$ cat src/rtl/imem_loader_pkg.sv
// Shared definitions for the instruction-memory loader.
//   state_t    : loader FSM state encoding (3-bit)
//   WORD_BYTES : bytes per instruction word
package imem_loader_pkg;

    localparam int WORD_BYTES = 4;

    typedef enum logic [2:0] {
        IDLE  = 3'd0,
        HDR   = 3'd1,
        DATA  = 3'd2,
        WRITE = 3'd3,
        DONE  = 3'd4,
        ERR   = 3'd5
    } state_t;

endpackage

$ cat src/rtl/imem_loader_byte_assembler.sv
// Collects a byte stream into 32-bit little-endian words.
// Ports:
//   clk_i        system clock
//   rst_n        synchronous reset, active high
//   clear_i      discard any partially assembled word
//   byte_valid_i a byte is accepted this cycle
//   byte_i       accepted byte
//   word_o       registered word (stable until the next accepted byte)
//   word_next_o  word as it will look after this cycle's byte
//   word_valid_o this cycle's byte completes a word
module imem_loader_byte_assembler
    import imem_loader_pkg::*;
(
    input  logic        clk_i,
    input  logic        rst_n,
    input  logic        clear_i,
    input  logic        byte_valid_i,
    input  logic [7:0]  byte_i,
    output logic [31:0] word_o,
    output logic [31:0] word_next_o,
    output logic        word_valid_o
);

    localparam logic [1:0] LAST_BYTE = 2'(WORD_BYTES - 1);

    logic [1:0]  cnt_q;
    logic [31:0] word_q;

    // Shifting in from the top leaves the first byte of a group in [7:0]
    // once all four have arrived.
    assign word_next_o  = {byte_i, word_q[31:8]};
    assign word_valid_o = byte_valid_i && !clear_i && (cnt_q == LAST_BYTE);
    assign word_o       = word_q;

    always_ff @(posedge clk_i) begin
        if (rst_n || clear_i) begin
            cnt_q  <= 2'd0;
            word_q <= 32'd0;
        end else if (byte_valid_i) begin
            cnt_q  <= cnt_q + 2'd1;
            word_q <= word_next_o;
        end
    end

endmodule

$ cat src/rtl/imem_loader.sv
// Instruction-RAM writer: takes a program image as a byte stream
// (4-byte little-endian word count, then that many words) and writes it
// into instruction memory, holding the CPU while the load runs.
// Ports:
//   clk_i        system clock
//   rst_n        synchronous reset, active high
//   start_i      pulse to begin a load (ignored while busy)
//   rx_data_i    received byte
//   rx_valid_i   rx_data_i valid
//   rx_ready_o   loader accepts a byte this cycle
//   we_o         RAM write enable, one cycle per word
//   waddr_o      RAM byte address (word aligned)
//   wdata_o      RAM write data
//   cpu_hold_o   hold CPU/fetch while high
//   busy_o       load in progress
//   done_o       pulse on successful completion
//   err_o        error flag, held until the next start
//   words_o      words written in the current or last load
//
// state | meaning
// IDLE  | waiting for start
// HDR   | assembling the 32-bit word count
// DATA  | assembling the next data word
// WRITE | one-cycle RAM write of the assembled word
// DONE  | one-cycle completion pulse
// ERR   | oversize count or byte timeout; waits for a restart
module imem_loader
    import imem_loader_pkg::*;
#(
    parameter logic [31:0] BASE_ADDR      = 32'h0000_0000,
    parameter int unsigned DEPTH_WORDS    = 16384,
    parameter int unsigned TIMEOUT_CYCLES = 1000000
) (
    input  logic        clk_i,
    input  logic        rst_n,
    input  logic        start_i,
    input  logic [7:0]  rx_data_i,
    input  logic        rx_valid_i,
    output logic        rx_ready_o,
    output logic        we_o,
    output logic [31:0] waddr_o,
    output logic [31:0] wdata_o,
    output logic        cpu_hold_o,
    output logic        busy_o,
    output logic        done_o,
    output logic        err_o,
    output logic [31:0] words_o
);

    localparam logic [31:0] DEPTH_LIMIT  = 32'(DEPTH_WORDS);
    localparam logic [31:0] TIMEOUT_LOAD = 32'(TIMEOUT_CYCLES);
    localparam logic [31:0] ADDR_STEP    = 32'(WORD_BYTES);

    state_t      state_q, state_d;
    logic        rx_ready_q;
    logic [31:0] waddr_q;
    logic [31:0] words_q;
    logic [31:0] remaining_q;
    logic [31:0] idle_tmr_q;

    logic        in_rx;
    logic        accept;
    logic        start_go;
    logic        timeout;
    logic        asm_valid;
    logic [31:0] asm_word;
    logic [31:0] asm_next;

    assign in_rx    = (state_q == HDR) || (state_q == DATA);
    assign accept   = rx_valid_i && rx_ready_q;
    assign start_go = start_i && ((state_q == IDLE) || (state_q == ERR));
    // Idle timer counts down from TIMEOUT_CYCLES; the last idle cycle is
    // the one that sees it at 1. A zero load disables the check.
    assign timeout  = (TIMEOUT_LOAD != 32'd0) && in_rx && !accept
                      && (idle_tmr_q == 32'd1);

    imem_loader_byte_assembler u_asm (
        .clk_i        (clk_i),
        .rst_n        (rst_n),
        .clear_i      (start_go || timeout),
        .byte_valid_i (accept),
        .byte_i       (rx_data_i),
        .word_o       (asm_word),
        .word_next_o  (asm_next),
        .word_valid_o (asm_valid)
    );

    always_ff @(posedge clk_i) begin
        if (rst_n) begin
            state_q <= IDLE;
        end else begin
            state_q <= state_d;
        end
    end

    always_comb begin
        state_d = state_q;
        case (state_q)
            IDLE: begin
                if (start_i) state_d = HDR;
            end
            HDR: begin
                if (timeout) begin
                    state_d = ERR;
                end else if (asm_valid) begin
                    if (asm_next == 32'd0)            state_d = DONE;
                    else if (asm_next > DEPTH_LIMIT)  state_d = ERR;
                    else                              state_d = DATA;
                end
            end
            DATA: begin
                if (timeout)        state_d = ERR;
                else if (asm_valid) state_d = WRITE;
            end
            WRITE: begin
                state_d = (remaining_q == 32'd1) ? DONE : DATA;
            end
            DONE: begin
                state_d = IDLE;
            end
            ERR: begin
                if (start_i) state_d = HDR;
            end
            default: state_d = IDLE;
        endcase
    end

    always_comb begin
        we_o       = 1'b0;
        busy_o     = 1'b0;
        done_o     = 1'b0;
        err_o      = 1'b0;
        case (state_q)
            HDR, DATA: busy_o = 1'b1;
            WRITE: begin
                busy_o = 1'b1;
                we_o   = 1'b1;
            end
            DONE: begin
                busy_o = 1'b1;
                done_o = 1'b1;
            end
            ERR:     err_o = 1'b1;
            default: ;
        endcase
        cpu_hold_o = busy_o;
    end

    always_ff @(posedge clk_i) begin
        if (rst_n) begin
            rx_ready_q  <= 1'b0;
            waddr_q     <= BASE_ADDR;
            words_q     <= 32'd0;
            remaining_q <= 32'd0;
            idle_tmr_q  <= TIMEOUT_LOAD;
        end else begin
            // Registered ready follows the state the FSM is entering.
            rx_ready_q <= (state_d == HDR) || (state_d == DATA);

            if (start_go) begin
                waddr_q <= BASE_ADDR;
                words_q <= 32'd0;
            end else if (state_q == WRITE) begin
                waddr_q     <= waddr_q + ADDR_STEP;
                words_q     <= words_q + 32'd1;
                remaining_q <= remaining_q - 32'd1;
            end

            if ((state_q == HDR) && asm_valid) begin
                remaining_q <= asm_next;
            end

            if (!in_rx || accept) begin
                idle_tmr_q <= TIMEOUT_LOAD;
            end else if (idle_tmr_q != 32'd0) begin
                idle_tmr_q <= idle_tmr_q - 32'd1;
            end
        end
    end

    assign rx_ready_o = rx_ready_q;
    assign waddr_o    = waddr_q;
    assign wdata_o    = asm_word;
    assign words_o    = words_q;

endmodule

$ cat config.mk
export PLATFORM = sky130hd
export DESIGN_NAME = imem_loader
export DESIGN_NICKNAME = d
export VERILOG_FILES = /design/src/rtl/imem_loader_pkg.sv /design/src/rtl/imem_loader_byte_assembler.sv /design/src/rtl/imem_loader.sv
export SDC_FILE = /design/constraint.sdc
export NUM_CORES = 1
export LEC_CHECK = 0
export ABC_CLOCK_PERIOD_IN_PS = 4400
export CAP_MARGIN = 20
export CORE_MARGIN = 4
export CORE_UTILIZATION = 58
export DETAILED_ROUTE_END_ITERATION = 8
export HOLD_SLACK_MARGIN = 0.06
export PLACE_DENSITY = 0.85
export SLEW_MARGIN = 20
export SYNTH_ARGS = -nofsm -noshare
export SYNTH_HDL_FRONTEND = slang
export SYNTH_SLANG_ARGS = --single-unit
$ cat constraint.sdc
create_clock -name clk_i -period 4.4 [get_ports clk_i]
set_clock_uncertainty 0.2 [all_clocks]
set_input_delay 0.88 -clock clk_i [delete_from_list [all_inputs] [get_ports clk_i]]
set_output_delay 0.88 -clock clk_i [all_outputs]
set_load 0.03 [all_outputs]
== Yosys cells after proc, flatten, opt, wreduce, memory -nomap -nowiden ==
Index checks and enable logic that the tools add are counted.

* Bits of input ports: 12
* Register bits after elaboration: 166
* Word-level logic and storage cells: 66
* Output and inout port bits: 102

* Equality and inequality tests: 11
* Add/subtract/negate cells: 5
* Magnitude comparators: 1
* Multiplexer cells: 16
* Reductions and logical operators: 25

{| class="wikitable"
|+ Operator list
! kind !! count
|-
| 32-bit 2-to-1 mux || 3
|-
| 32-bit by 1-bit equality test with 1-bit output, second input constant || 2
|-
| 32-bit by 1-bit subtractor with 32-bit output, second input constant || 2
|-
| 32-bit by 1-bit adder with 32-bit output, second input constant || 1
|-
| 32-bit by 3-bit adder with 32-bit output, second input constant || 1
|-
| 32-bit by 15-bit greater-than comparator with 1-bit output, second input constant || 1
|-
| 32-bit logical NOT || 1
|-
| 32-bit nonzero test || 1
|-
| 3-bit 2-to-1 mux || 8
|-
| 3-bit one-hot mux with 4 select lines || 1
|-
| 3-bit by 2-bit equality test with 1-bit output, second input constant || 3
|-
| 1-bit logical AND || 7
|-
| 3-bit by 1-bit equality test with 1-bit output, second input constant || 2
|-
| 3-bit equality test, second input constant || 2
|-
| 1-bit logical OR || 6
|-
| 2-bit OR reduction || 3
|-
| 1-bit 2-to-1 mux || 4
|-
| 4-bit OR reduction || 1
|-
| 1-bit logical NOT || 3
|-
| 3-bit logical NOT || 1
|-
| 2-bit by 1-bit adder with 2-bit output, second input constant || 1
|-
| 2-bit equality test, second input constant || 1
|-
| 2-bit by 1-bit inequality test with 1-bit output, second input constant || 1
|-
| 2-bit AND reduction || 1
|-
| 2-bit nonzero test || 1
|}

== Depth between registers and ports, before layout ==
Gate-level depths: netlist of run 1.

* Depth in word-level cells: 13
* Mapped depth: 11
* Depth with buffers taken out: 9

== Modules after synthesis ==
A second synthesis of run 1 with hierarchy kept.

* Cells, all modules: 949
* Area, all modules: 7973.9 sq um

{| class="wikitable"
|+ Modules (own cells, without submodules)
! module !! area an instance (sq um) !! instances !! seq. area each (sq um) !! cells an instance
|-
| imem_loader || 6457.4 || 1 || 2602.5 || 804
|-
| imem_loader_byte_assembler || 1516.5 || 1 || 680.7 || 145
|}

== Least setup slack after synthesis of run 1 ==
Ideal clock, no wire load.

* Path type: input -> register
* From: input port rx_valid_i
* To: register rx_ready_q (netlist: rx_ready_o)
* Buffers on the path: 0
* Data arrival time: 2.764 ns
* Stages on the path: 6
* Slack: 1.351 ns
* Setup time: 0.086 ns
* Required time: 4.114 ns
* Path through: and2_1 -> or4b_2 -> nor4_1 -> nor4_1 -> or4_1 -> a211oi_1

* Cells in the longest elaborated chain, start to end: 13
* Elaborated cells on any way between the ends: 16

{| class="wikitable"
|+ RTL lines
! element !! line !! text
|-
| start: declaration || imem_loader.sv:38 || <nowiki>input logic rx_valid_i,</nowiki>
|-
| 1-bit logical AND (*) || imem_loader.sv:70 || <nowiki>assign accept = rx_valid_i && rx_ready_q;</nowiki>
|-
| 1-bit logical NOT || imem_loader.sv:74 || <nowiki>assign timeout = (TIMEOUT_LOAD != 32'd0) && in_rx && !accept</nowiki>
|-
| 1-bit logical AND || imem_loader.sv:74 ||
|-
| 1-bit logical AND || imem_loader.sv:75 || <nowiki>&& (idle_tmr_q == 32'd1);</nowiki>
|-
| 1-bit logical OR || imem_loader.sv:80 || <nowiki>.clear_i (start_go || timeout),</nowiki>
|-
| 1-bit logical NOT || imem_loader_byte_assembler.sv:32 || <nowiki>assign word_valid_o = byte_valid_i && !clear_i && (cnt_q == LAST_BYTE);</nowiki>
|-
| 1-bit logical AND (2 in a row) || imem_loader_byte_assembler.sv:32 ||
|-
| 3-bit 2-to-1 mux (on tied branches) || imem_loader.sv:113, imem_loader.sv:105 ||
|-
| 3-bit 2-to-1 mux (on tied branches) || imem_loader.sv:112, imem_loader.sv:103 ||
|-
| 3-bit one-hot mux with 4 select lines (*) || imem_loader.sv:98 || <nowiki>case (state_q)</nowiki>
|-
| 3-bit by 1-bit equality test with 1-bit output or 3-bit by 2-bit equality test with 1-bit output (tied branches) || imem_loader.sv:158 || <nowiki>rx_ready_q <= (state_d == HDR) || (state_d == DATA);</nowiki>
|-
| 1-bit logical OR (*) || imem_loader.sv:158 ||
|-
| end signal: assignment || imem_loader.sv:158 ||
|-
| end: declaration || imem_loader.sv:55 || <nowiki>logic rx_ready_q;</nowiki>
|}

Every way passes the cells marked *; elsewhere a longest branch is shown, timed or not.
A chain may end at the register's enable or synchronous reset.

== Worst setup path in the final report of run 1 ==
* From: register state_q[1]
* To: output port we_o

* Cells in the longest elaborated chain, start to end: 2

{| class="wikitable"
|+ RTL lines
! element !! line !! text
|-
| start: declaration || imem_loader.sv:54 || <nowiki>state_t state_q, state_d;</nowiki>
|-
| start signal: assignment || imem_loader.sv:92 || <nowiki>state_q <= state_d;</nowiki>
|-
| 3-bit by 2-bit equality test with 1-bit output || imem_loader.sv:133 || <nowiki>case (state_q)</nowiki>
|-
| 1-bit 2-to-1 mux || imem_loader.sv:133 ||
|-
| end: declaration || imem_loader.sv:40 || <nowiki>output logic we_o,</nowiki>
|}

No other way between the ends.

==> run summary, run 1 <==
Final setup viols = 0
Pwr Total = 3.12 mW
fin nets = 1005
Die Y = 121 microns
Clk pwr share = 47.7%
status = finished, final reports clean
Lkg Pwr = 3.19 nW
Worst Slack Setup Final = 0.775 ns
slack of the worst reg-to-reg path = 1.10 ns
ys flop type = dfxtp_1
Post-synth EDFFs = 0
input/output buffers = 111
Setup Total Neg Slack = 0 ns
antenna cells = 0
Placer Congestion = 0.887
reg2reg start = state_q[1]
Core Rows = 41
GRT Util Overall = 25.2%
async set-reset flop share out of synthesis = 0%
hold_buf cts = 0
H-tree Lvls = 4
Post-Syn Area per Cell = 8.36 sq um
minimum clock period = 3.63 ns
Gate Count Post-Synth = 889
Pint = 2.42 mW
Core ar. = 12600 sq um
wire length per cell = 15.5 microns
Max Root-Sink Buffers = 2
most common cell after layout, fill and taps aside = dfxtp_1
clk sinks = 164
Post-Place Worst Slack = 0.699 ns
Highest Clock Rate = 276 MHz
quantity of gates resized following cts = 0
FILL cells = 896
most frequent cells in the layout = dfxtp_1, nor2_1, nand2_1
Yosys cell types = 53
share of layout cells above drive strength 1 = 5.91%
Clock Tree Root = clkbuf_16
total number of yosys warnings = 0
worst vdd ir = 0.336 mV
Die ar. = 14700 sq um
RSZ-0062 raised after global routing = no
Worst EP required = 3.32 ns
type of the most critical hold path = reg -> reg
Slew @ Worst Pin = 0.926 ns
hold slack = 0.261 ns
DR iter-0 viols = 554
IO Count = 114
end of the worst hold path = u_asm.word_o[5]
CP endpoint kind = primary output
via count = 6670
post-synthesis sequential area ratio = 44.2%
post-DP HPWL = 12000 microns
Reg-to-Reg End = remaining_q[30]
Seq cells post-synth = 164
setup bufs post-CTS = 0
Total Wirelength = 18100 microns
Power Density = 337 nW/um^2
hold depth = 2
Num CTS Buffers = 17
DRC violation count after routing = 0
critical path peak fanout = 19
Initial Util = 59.1%
Cell Area, Synth = 7430 sq um
Post-DRT Antenna Nets = 0
Worst Setup Start Kind = register
largest net degree at the start of global routing = 63
Area Growth Syn to Fin = 24.7%
register share of total power = 48.2%
initial antenna violation count = 0
vias per cell = 5.70
Clock Latency Late Sink = 0.43 ns
Comb power frac = 4.1%
maxcap violations = 0
First-pass DRT Iterations = 5
max_slew headroom = 37.8%
Worst EP arrival = 2.55 ns
gr ovfl total = 0
switching power of the nets = 701 uW
CTS tree = yes
chip width = 121 microns
max-slew violation count = 0
number of global-route vias before repair = 6208
Net Sw Frac = 22.5%
hold path startpoint = u_asm.word_o[5]
clock-pin slew on the worst setup and hold paths = 0.06 ns
worst reg2reg path depth = 9
Final Hold Vio Count = 0
WS Path Type = reg -> out
first-pass GRT wire length = 30100 microns
crit share post-route = 82.4%
==> logic make-up after synthesis <==
group           count (synthesis)  share of synthesized area (%)
flops                         164                           44.2
compound gates                115                           9.92
xor+xnor                      103                           12.1
fa+ha+maj                       8                           1.35
other cells                     1                         0.0505
simple gates                  440                           29.0
mux                             1                          0.135
buf+inv                        57                           3.20
==> how the worst max path moves through the flow <==
| stage | endpoint | from | slack (ns) | cells past startpoint |
|---|---|---|---|---|
| finish | we_o | state_q[1] | 0.77 | 5 |
| global route | we_o | state_q[2] | 0.60 | 4 |
| CTS | we_o | state_q[1] | 0.77 | 5 |
| detailed placement | rx_ready_o | rx_valid_i | 0.70 | 7 |
| global placement | rx_ready_o | rx_valid_i | 0.75 | 7 |
| floorplan | rx_ready_o | rx_valid_i | 1.35 | 6 |
==> through the flow <==
step | instances | utilization, % | cell area [sq um]
2_1_floorplan | 890 | - | 7430
3_3_place_gp | 1137 | 68.7 | 8630
3_5_place_dp | 1138 | 68.9 | 8670
4_1_cts | 1170 | 73.7 | 9260
5_1_grt | 1170 | 73.7 | 9260
6_report | 1170 | 73.7 | 9260
==> registers in the layout, indices dropped and copies added (netlist names) <==
register      count
waddr_o          30
remaining_q      32
rx_ready_o        1
idle_tmr_q       32
state_q           3
words_o          32
u_asm.word_o     32
u_asm.cnt_q       2
==> cell usage after synthesis, drive strengths merged (8+ instances only) <==
| cell | instances | area share (%) |
|---|---|---|
| nor2 | 138 | 7.0 |
| ha | 8 | 1.3 |
| nor4 | 27 | 2.4 |
| or4 | 12 | 1.3 |
| xnor2 | 37 | 4.4 |
| or3 | 17 | 1.5 |
| nand3 | 32 | 2.2 |
| buf | 9 | 0.77 |
| nand2 | 114 | 5.8 |
| a21oi | 48 | 3.2 |
| xor2 | 66 | 7.8 |
| a211oi | 26 | 2.7 |
| and3 | 8 | 0.67 |
| nand4 | 27 | 2.3 |
| o21ai | 12 | 0.81 |
| clkbuf | 35 | 1.8 |
| inv | 12 | 0.61 |
| dfxtp | 164 | 44 |
| nor3 | 19 | 1.3 |
| and2 | 9 | 0.76 |
==> final cells by class <==
cell class,instances,area (sq um),share of cell area (%)
Clock buffer,21,470,5.08
Clock inverter,11,126,1.36
Inverter,13,48.8,0.527
Multi-Input combinational cell,669,3920,42.3
Sequential cell,164,3280,35.4
Tap cell,172,215,2.32
Timing Repair Buffer,120,1200,12.9
==> per-layer routing <==
layer  routed length [microns]  global-route usage [%]
met1                      8300                    34.1
met2                      8600                    39.7
met3                       925                    6.06
met4                       321                    8.26
met5                         0                       0
==> worst max-delay path, stage by stage (launching register included) <==
cell and delay, ns:
dfxtp_1 0.49, inv_1 0.15, nor2_1 0.18, nand2_1 0.18
clkinv_1 0.35, clkdlybuf4s50_1 0.77
==> power by group through the flow <==
stage               registers (mW)  logic [mW]  clock network (mW)
finish                        1.51       0.129                1.49
floorplan                     1.54      0.0829                   0
detailed placement            1.54       0.127                   0
global route                  1.51       0.140                1.57
CTS                           1.51       0.128                1.50
global placement              1.54       0.123                   0
Power figures use the tool's default switching activity.
==> run 2, diff against run 1 <==
--- a/config.mk
+++ b/config.mk
@@ -5,13 +5,13 @@
 export SDC_FILE = /design/constraint.sdc
 export NUM_CORES = 1
 export LEC_CHECK = 0
-export ABC_CLOCK_PERIOD_IN_PS = 4400
+export ABC_CLOCK_PERIOD_IN_PS = 3500
 export CAP_MARGIN = 20
 export CORE_MARGIN = 4
-export CORE_UTILIZATION = 58
+export CORE_UTILIZATION = 54
 export DETAILED_ROUTE_END_ITERATION = 8
 export HOLD_SLACK_MARGIN = 0.06
-export PLACE_DENSITY = 0.85
+export PLACE_DENSITY = 0.8
 export SLEW_MARGIN = 20
 export SYNTH_ARGS = -nofsm -noshare
 export SYNTH_HDL_FRONTEND = slang
==> constraint.sdc (replaced) <==
create_clock -name clk_i -period 3.5 [get_ports clk_i]
set_clock_uncertainty 0.2 [all_clocks]
set_input_delay 0.7 -clock clk_i [delete_from_list [all_inputs] [get_ports clk_i]]
set_output_delay 0.7 -clock clk_i [all_outputs]
set_load 0.03 [all_outputs]
==> run 2 against run 1 <==
Net effect:
- setup slack lost 0.57 ns
- highest routed layer unchanged
- clock power grew 21%
- count of clock-buffer cells in the layout grew 1
- die area grew 6.9%
- hold slack lost 0.00099 ns
- non-clock buffer count grew 13
- utilization shrank 3.9 points
- final area grew 0.65%
- critical endpoint unchanged
==> run summary, run 2 (synthesis results as in run 1) <==
IO Count = 114 (unchanged)
slack of the worst reg-to-reg path = 0.52 ns (-0.58 ns)
Critical-path top delay cell = clkdlybuf4s50_1
type of the most critical hold path = reg -> reg
worst reg2reg path depth = 6 (-3)
CTS tree = yes
register area = 3280 sq um (unchanged)
Clock Tree Root = clkbuf_16
max-slew violation count = 0 (unchanged)
Clock Latency Late Sink = 0.42 ns (about the same)
Reg-to-Reg End = idle_tmr_q[31]
Max Root-Sink Buffers = 2 (unchanged)
minimum clock period = 3.30 ns
Final Hold Vio Count = 0 (unchanged)
Net Sw Frac = 22.0% (-0.48 points)
DR iter-0 viols = 534 (-3.6%)
most common cell after layout, fill and taps aside = dfxtp_1
Die ar. = 15700 sq um (+6.9%)
input/output buffers = 111 (unchanged)
final instance area = 9320 sq um (+0.65%)
Worst Setup Start Kind = register
number of global-route vias before repair = 6208 (unchanged)
Post-DRT Antenna Nets = 0 (unchanged)
Pint = 3.02 mW (+25%)
DP Area = 8750 sq um (+1.0%)
initial antenna violation count = 0 (unchanged)
CP bufs+invs = 3 (unchanged)
wire length per cell = 14.9 microns (-4.2%)
clk sinks = 164 (unchanged)
end of the worst hold path = u_asm.cnt_q[1]
register share of total power = 48.9% (+0.7 points)
Highest Clock Rate = 303 MHz
WS Path Type = reg -> out
worst vdd ir = 0.353 mV (+4.9%)
antenna cells = 0 (unchanged)
Die Y = 125 microns (+3.4%)
Clk pwr share = 46.8% (-0.9 points)
Worst EP arrival = 2.40 ns (-0.15 ns)
Post-Place Worst Slack = 0.0684 ns (-0.630 ns)
DRC violation count after routing = 0 (unchanged)
fin util = 69.8% (-3.9 points)
post-DP HPWL = 12100 microns (+1.1%)
largest net degree at the start of global routing = 63 (unchanged)
maxcap violations = 0 (unchanged)
fin nets = 1018 (+1.3%)
gr ovfl total = 0 (unchanged)
Worst path depth = 5 (unchanged)
Worst EP required = 2.60 ns (-0.72 ns)
setup bufs post-CTS = 0 (unchanged)
First-pass DRT Iterations = 5 (unchanged)
RSZ-0062 raised after global routing = no
share of layout cells above drive strength 1 = 6.73% (+0.82 points)
Post-Layout Cell Count = 1186 (+1.4%)
Power Density = 415 nW/um^2 (+23%)
clock-pin slew on the worst setup and hold paths = 0.06 ns (about the same)
Num CTS Buffers = 17 (unchanged)
Worst Slack Setup Final = 0.202 ns (-0.573 ns)
max_slew headroom = 29.3% (-8.5 points)
Final setup viols = 0 (unchanged)
Placer Congestion = 0.823 (-7.2%)
cell family with most CP delay = buffers and inverters
first-pass GRT wire length = 29500 microns (-1.9%)
switching power of the nets = 850 uW (+21%)
crit share post-route = 94.2%
DP Cell Count = 1155 (+1.5%)
hold path startpoint = u_asm.cnt_q[1]
FILL cells = 1068 (+19%)
Area Growth Syn to Fin = 25.5%
Slew @ Worst Pin = 1.05 ns (+0.126 ns)
via count = 6606 (-0.96%)
hold_buf cts = 0 (unchanged)
hold depth = 2 (unchanged)
reg2reg start = idle_tmr_q[7]
CP Cell Sequence = nor2_1, nand2_1, clkinv_1, buf_4, clkdlybuf4s50_1
Setup Total Neg Slack = 0 ns (unchanged)
Comb power frac = 4.3% (+0.2 points)
status = finished, final reports clean
Pwr Total = 3.87 mW (+24%)
H-tree Lvls = 4 (unchanged)
quantity of gates resized following cts = 0 (unchanged)
vias per cell = 5.57 (-2.3%)
GRT Util Overall = 22.4% (-2.7 points)
Core Rows = 42 (+2.4%)
area of the multi-input gates = 3910 sq um (-0.16%)
Core ar. = 13300 sq um (+6.2%)
Initial Util = 55.7% (-3.5 points)
CP endpoint kind = primary output
Total Wirelength = 17600 microns (-2.9%)
most frequent cells in the layout = dfxtp_1, nor2_1, nand2_1
chip width = 125 microns (+3.4%)
Lkg Pwr = 3.23 nW (+1.3%)
critical path peak fanout = 11 (-8)
hold slack = 0.260 ns (-0.000987 ns)
CP max stage delay = 0.61 ns (-0.16 ns)
## run 2: cell types whose count changed in the layout (fill, tap and decap cells not counted), sizes merged
cell and delta:
clkinv -3, clkbuf +1, buf +13, clkinvlp +1
## run 2: power by group through the flow
stage | combinational (mW) | clock, mW | sequential [mW]
2_1_floorplan | 0.104 | 0 | 1.94
3_3_place_gp | 0.164 | 0 | 1.93
3_5_place_dp | 0.164 | 0 | 1.93
4_1_cts | 0.165 | 1.83 | 1.89
5_1_grt | 0.180 | 1.92 | 1.89
6_report | 0.165 | 1.81 | 1.89
## run 2: cell type report
cell class                 instances  share of cell area, %
clock buffer                      22                   4.98
multi-input combinational        669                   42.0
timing repair buffer             133                   13.8
sequential                       164                   35.2
tap                              176                   2.36
inverter                          13                  0.523
clock inverter                     9                   1.11
## run 2: worst max path at each step
stage / start / to
floorplan: rx_valid_i / rx_ready_o
global placement: rx_valid_i / rx_ready_o
detailed placement: rx_valid_i / rx_ready_o
CTS: state_q[2] / we_o
global route: state_q[2] / we_o
finish: state_q[2] / we_o
## run 2: worst reg2reg max path, stage by stage (launching register included)
cell and delay [ns]:
dfxtp_1 0.36, or4_1 0.57, or3_1 0.37, nor2b_1 0.16, nand4_1 0.49, or4_1 0.60, a21oi_1 0.15
## run 2: routing by layer
metal | track usage [%] | share of wire [%] | vias up
li1 | - | - | 3311
met1 | 30.1 | 47 | 3087
met2 | 35.6 | 46 | 183
met3 | 6.06 | 5.0 | 25
met4 | 6.89 | 1.7 | 0
met5 | 0 | 0 | -
